[src/rtl/alu_wide_sequencer.sv]
// Sequences one wide operation through a shared 4-bit registered ALU, LS nibble first.
// The carry out of each nibble becomes the carry in of the next nibble.
//
// state  | meaning
// IDLE   | ready for a request, ALU drive parked at zero
// ISSUE  | present nibble idx to the ALU, which captures it at the end of the cycle
// WAIT   | ALU output holds nibble idx result; merge it and advance or finish
// RESP   | wide result valid, held until the consumer accepts it
module alu_wide_sequencer #(
  parameter  int NIBBLES = 4,
  localparam int W       = 4 * NIBBLES
) (
  input  logic         clk,
  input  logic         reset_n,
  input  logic         req_valid,
  output logic         req_ready,
  input  logic [2:0]   req_sel,
  input  logic [W-1:0] req_a,
  input  logic [W-1:0] req_b,
  input  logic         req_cin,
  output logic         rsp_valid,
  input  logic         rsp_ready,
  output logic [W-1:0] rsp_f,
  output logic         rsp_cout,
  output logic [2:0]   alu_sel,
  output logic [3:0]   alu_a,
  output logic [3:0]   alu_b,
  output logic         alu_cin,
  input  logic [3:0]   alu_f,
  input  logic         alu_cout
);

  localparam int IW = (NIBBLES > 1) ? $clog2(NIBBLES) : 1;

  typedef enum logic [1:0] {
    S_IDLE  = 2'd0,
    S_ISSUE = 2'd1,
    S_WAIT  = 2'd2,
    S_RESP  = 2'd3
  } state_t;

  state_t         r_state;
  state_t         w_next;
  logic [2:0]     r_sel;
  logic [W-1:0]   r_a;
  logic [W-1:0]   r_b;
  logic           r_carry;
  logic [IW-1:0]  r_idx;
  logic [W-1:0]   r_res;
  logic [W-1:0]   r_rsp_f;
  logic           r_rsp_cout;
  logic           r_rsp_valid;

  logic [3:0]     w_nib_a;
  logic [3:0]     w_nib_b;
  logic [W-1:0]   w_res_merged;
  logic           w_last;

  assign w_last    = (r_idx == IW'(NIBBLES - 1));
  assign rsp_valid = r_rsp_valid;
  assign rsp_f     = r_rsp_f;
  assign rsp_cout  = r_rsp_cout;

  // Nibble select and result merge use constant slices so only one nibble is ever touched.
  always_comb begin
    w_nib_a      = 4'd0;
    w_nib_b      = 4'd0;
    w_res_merged = r_res;
    for (int k = 0; k < NIBBLES; k++) begin
      if (r_idx == IW'(k)) begin
        w_nib_a                  = r_a[4*k +: 4];
        w_nib_b                  = r_b[4*k +: 4];
        w_res_merged[4*k +: 4]   = alu_f;
      end
    end
  end

  always_ff @(posedge clk or negedge reset_n) begin
    if (!reset_n) begin
      r_state <= S_IDLE;
    end else begin
      r_state <= w_next;
    end
  end

  always_comb begin
    w_next    = r_state;
    req_ready = 1'b0;
    alu_sel   = 3'd0;
    alu_a     = 4'd0;
    alu_b     = 4'd0;
    alu_cin   = 1'b0;
    case (r_state)
      S_IDLE: begin
        req_ready = 1'b1;
        if (req_valid) begin
          w_next = S_ISSUE;
        end
      end
      S_ISSUE: begin
        alu_sel = r_sel;
        alu_a   = w_nib_a;
        alu_b   = w_nib_b;
        alu_cin = r_carry;
        w_next  = S_WAIT;
      end
      S_WAIT: begin
        alu_sel = r_sel;
        alu_a   = w_nib_a;
        alu_b   = w_nib_b;
        alu_cin = r_carry;
        w_next  = w_last ? S_RESP : S_ISSUE;
      end
      S_RESP: begin
        if (rsp_ready) begin
          w_next = S_IDLE;
        end
      end
      default: w_next = S_IDLE;
    endcase
  end

  always_ff @(posedge clk or negedge reset_n) begin
    if (!reset_n) begin
      r_sel       <= 3'd0;
      r_a         <= '0;
      r_b         <= '0;
      r_carry     <= 1'b0;
      r_idx       <= '0;
      r_res       <= '0;
      r_rsp_f     <= '0;
      r_rsp_cout  <= 1'b0;
      r_rsp_valid <= 1'b0;
    end else begin
      case (r_state)
        S_IDLE: begin
          if (req_valid) begin
            r_sel   <= req_sel;
            r_a     <= req_a;
            r_b     <= req_b;
            r_carry <= req_cin;
            r_idx   <= '0;
            r_res   <= '0;
          end
        end
        S_WAIT: begin
          r_res   <= w_res_merged;
          r_carry <= alu_cout;
          if (w_last) begin
            r_rsp_f     <= w_res_merged;
            r_rsp_cout  <= alu_cout;
            r_rsp_valid <= 1'b1;
          end else begin
            r_idx <= r_idx + IW'(1);
          end
        end
        S_RESP: begin
          if (rsp_ready) begin
            r_rsp_valid <= 1'b0;
          end
        end
        default: ;
      endcase
    end
  end

endmodule
[config.mk]
export PLATFORM = sky130hd
export DESIGN_NAME = alu_wide_sequencer
export DESIGN_NICKNAME = d
export VERILOG_FILES = /design/src/rtl/alu_wide_sequencer.sv
export SDC_FILE = /design/constraint.sdc
export NUM_CORES = 1
export LEC_CHECK = 0
export BUFFER_PORTS_ARGS = -buffer_cell sky130_fd_sc_hd__buf_4
export CAP_MARGIN = 20
export CORE_AREA = 2 2 93 95
export CTS_CLUSTER_DIAMETER = 200
export DETAILED_ROUTE_END_ITERATION = 8
export DIE_AREA = 0 0 95 97
export PLACE_DENSITY_LB_ADDON = 0.25
export SLEW_MARGIN = 25
export SYNTH_ARGS = -nofsm -noshare
export SYNTH_HDL_FRONTEND = slang
export SYNTH_SLANG_ARGS = --single-unit
[constraint.sdc]
create_clock -name clk -period 2.4 [get_ports clk]
set_input_delay 0.48 -clock clk [delete_from_list [all_inputs] [get_ports clk]]
set_output_delay 0.48 -clock clk [all_outputs]
set_load 0.02 [all_outputs]
==> run summary <==
====================================================================================
Status ................................................................ finished clean
Adder and majority gate portion of the synthesized area ...............        2.77%
Starting utilization of the core area .................................        44.3%
CP Capture Type .......................................................   output pin
Die Width .............................................................   95 microns
Actual slew at the worst max-slew pin .................................       473 ps
Die Footprint .........................................................   9220 sq um
CP startpoint kind ....................................................     register
Compound-gate portion of the synthesized area .........................        15.0%
Post-synthesis net count ..............................................          410
H-tree depth ..........................................................            3
Worst reg-to-reg path cell count ......................................            6
Rel. slew slack .......................................................        68.4%
Worst supply voltage drop on vdd ......................................     0.708 mV
Areal power density over the cells .................................... 1350 nW/um^2
Antenna-violating nets left ...........................................            0
Simple-gate area share of the yosys netlist ...........................        13.4%
Total number of yosys warnings ........................................            0
CTS Buf Count .........................................................            9
Number of synthesized flops with an enable pin ........................            0
Number of fillers in the final layout .................................          709
Sequential cell area in the final layout ..............................   1750 sq um
Clock Latency Late Sink ...............................................       350 ps
Final setup vio count .................................................            0
Main combinational cell family by area after synthesis ................ compound AO/OA/AOI/OAI gates
Placement-stage cell area .............................................   4250 sq um
Leftover overflow at the end of global routing ........................            0
Average footprint of a synthesized cell ...............................   10.1 sq um
Parity-gate share of the synthesized area counting xor and xnor cells .           0%
Gate power share ......................................................        50.0%
Switching power share of the total ....................................        40.2%
Total Power ...........................................................      6.19 mW
Wire length per cell .................................................. 15.7 microns
Maximum clock frequency ...............................................      436 MHz
Clock Skew ............................................................      7.26 ps
Final min period ......................................................      2290 ps
Mux contribution to synthesized area ..................................        14.3%
Cell type with the largest total area after synthesis ................. sky130_fd_sc_hd__dfrtp_1
Area added between synthesis and finish ...............................        26.8%
N_diodes ..............................................................            0
# clock sinks .........................................................           70
Fraction of registers with async set/reset ............................         100%
Flop pwr share ........................................................        33.9%
CP Capture Point ......................................................     alu_a[3]
Clock transition at path regs .........................................        80 ps
Combined area of the multi-input logic cells ..........................   1700 sq um
Library cell with the highest instance count after synthesis .......... sky130_fd_sc_hd__dfrtp_1
Number of placed cells counting well taps .............................          517
Final period utilization ..............................................        95.5%
Drt pass-1 iters ......................................................            4
Fraction of layout cells with a size suffix above 1 ...................        28.5%
Worst Path Arrival ....................................................      1810 ps
Fin cells .............................................................          537
Global-route wire length before repair ................................      14.2 mm
Share of synthesized area occupied by flip-flops and latches ..........        48.6%
Number of distinct library cells after synthesis ......................           31
Synth Instances .......................................................          357
Leading post-synthesis cells by cell area ............................. sky130_fd_sc_hd__dfrtp_1 (49%), sky130_fd_sc_hd__mux2_1 (11%), sky130_fd_sc_hd__o21ai_1 (3.7%)
Number of maximum-capacitance constraint violations ...................            0
Clock Tree Buf Depth ..................................................            2
Sum of negative setup slack ...........................................         0 ps
# DRC .................................................................            0
Number of antenna violations at the first check in global routing .....            0
Count of boundary I/O pins ............................................           76
Last weighted congestion value of the routability-driven placer .......        0.776
Row count .............................................................           33
Most instantiated flip-flop cell in the synthesis netlist ............. sky130_fd_sc_hd__dfrtp_1
CTS tree ..............................................................        built
Total count of hold-check failures in the final report ................            0
Worst min-delay path class ............................................ input port to async pin
Post-route design area ................................................   4570 sq um
Layout Nets ...........................................................          480
Via-per-instance ratio ................................................         5.36
Data required time of the worst path ..................................      1920 ps
Via count .............................................................         2877
Post-Place Worst Slack ................................................       174 ps
Root buffer cell ...................................................... sky130_fd_sc_hd__clkbuf_8
Fin. max-slew vios ....................................................            0
Die Height ............................................................   97 microns
Leakage ...............................................................      2.03 nW
Reg-to-Reg End ........................................................ r_res[9]$_DFFE_PN0P_
Vias in the first global route ........................................         2793
Top cells by count, synth ............................................. sky130_fd_sc_hd__dfrtp_1 (70), sky130_fd_sc_hd__mux2_1 (35), sky130_fd_sc_hd__nand2_1 (35)
Worst Setup Path Type ................................................. register to output pin
Largest net degree at the start of global routing .....................           39
Synth top area share ..................................................        48.6%
Starting DRC count in detailed routing ................................          204
Total track usage .....................................................        19.8%
Share of the core filled with cells ...................................        56.2%
Final worst hold slack ................................................      70.7 ps
Post-Synthesis Cell Area ..............................................   3610 sq um
Number of storage elements in the synthesis netlist ...................           70
Setup repair after global routing missed its margin ...................          yes
I/O Buffers ...........................................................           75
Reg2reg start ......................................................... r_state[0]$_DFFE_PN0P_
Crit path from ........................................................ r_state[0]$_DFFE_PN0P_
Area of the core region ...............................................   8130 sq um
Final Worst Setup Slack ...............................................       109 ps
Reported net switching power ..........................................      2.49 mW
DPL Wire Length .......................................................      5.73 mm
Maximum fanout count along the critical path ..........................            8
Clock network fraction of total power .................................        16.1%
WL final ..............................................................      8.44 mm
Cell-internal power ...................................................      3.70 mW
Setup slack, reg-to-reg ...............................................       640 ps
====================================================================================
-- sequential cells by signal (all words and copies together) (netlist names) --
register / count
rsp_cout: 1
r_state: 2
r_res: 12
r_a: 16
r_idx: 2
r_carry: 1
rsp_f: 16
r_b: 16
rsp_valid: 1
r_sel: 3
-- critical path, stage by stage (launching register included) --
cell and delay, ps:
sky130_fd_sc_hd__dfrtp_1 410, sky130_fd_sc_hd__inv_2 80, sky130_fd_sc_hd__ha_4 300, sky130_fd_sc_hd__nor2b_4 140, sky130_fd_sc_hd__buf_6 130, sky130_fd_sc_hd__o21ai_1 60, sky130_fd_sc_hd__o21ai_1 160, sky130_fd_sc_hd__buf_4 170
-- power groups by stage --
stage	clock network, mW	registers, mW	logic (mW)
CTS	1.02	2.07	2.96
detailed placement	0	2.10	2.88
global placement	0	2.08	2.82
floorplan	0	2.15	1.84
global route	1.08	2.17	3.41
finish	0.998	2.10	3.10
-- area by class of cell --
type                    count  area share (%)
well taps                 105            2.87
repair buffers             91            15.5
clock inverters             6            1.50
clock buffers              10            3.01
inverters                  18            1.56
flip-flops and latches     70            38.3
multi-input cells         237            37.3
-- logic make-up after synthesis --
family / after synthesis
flip-flops: 70
adder cells (fa/ha/maj): 8
buffers and inverters: 50
AO/OA/AOI/OAI: 86
multiplexers: 47
AND/OR/NAND/NOR: 96
-- worst min path at each step --
stage / startpoint / end / cells past startpoint
floorplan: reset_n / r_a[0]$_DFFE_PN0P_ / 0
global placement: reset_n / r_carry$_DFFE_PN0P_ / 1
detailed placement: reset_n / r_carry$_DFFE_PN0P_ / 1
CTS: reset_n / r_carry$_DFFE_PN0P_ / 1
global route: reset_n / r_sel[0]$_DFFE_PN0P_ / 1
finish: reset_n / r_carry$_DFFE_PN0P_ / 1
-- routing by layer --
| layer | global-route usage, % | up-vias | wire [microns] |
|---|---|---|---|
| li1 | - | 1400 | - |
| met4 | 6.69 | 0 | 112 |
| met2 | 28.6 | 79 | 3800 |
| met3 | 3.82 | 8 | 405 |
| met5 | 0 | - | 0 |
| met1 | 29.6 | 1390 | 4120 |
-- placed cells by master (no fill, tap or decap), types with 10 or more instances in the layout --
cell type and count:
sky130_fd_sc_hd__mux2_1 35, sky130_fd_sc_hd__nand2b_1 13, sky130_fd_sc_hd__buf_4 88, sky130_fd_sc_hd__a221o_1 11
sky130_fd_sc_hd__o21ai_0 13, sky130_fd_sc_hd__a21oi_1 13, sky130_fd_sc_hd__dfrtp_1 68, sky130_fd_sc_hd__o21ai_1 31
sky130_fd_sc_hd__nand3_1 26, sky130_fd_sc_hd__nand2_1 35, sky130_fd_sc_hd__mux2i_1 12, sky130_fd_sc_hd__inv_1 15
sky130_fd_sc_hd__clkbuf_8 10
-- repair_timing --
action / 4_1_cts / 5_1_grt
hold buffers: 0 / 0
resized for setup: 3 / 23
pin swaps: 0 / 3
setup buffers: 1 / 3
endpoints found under the setup margin: 8 / 8
No activity file was read; power rests on OpenSTA's default activity.
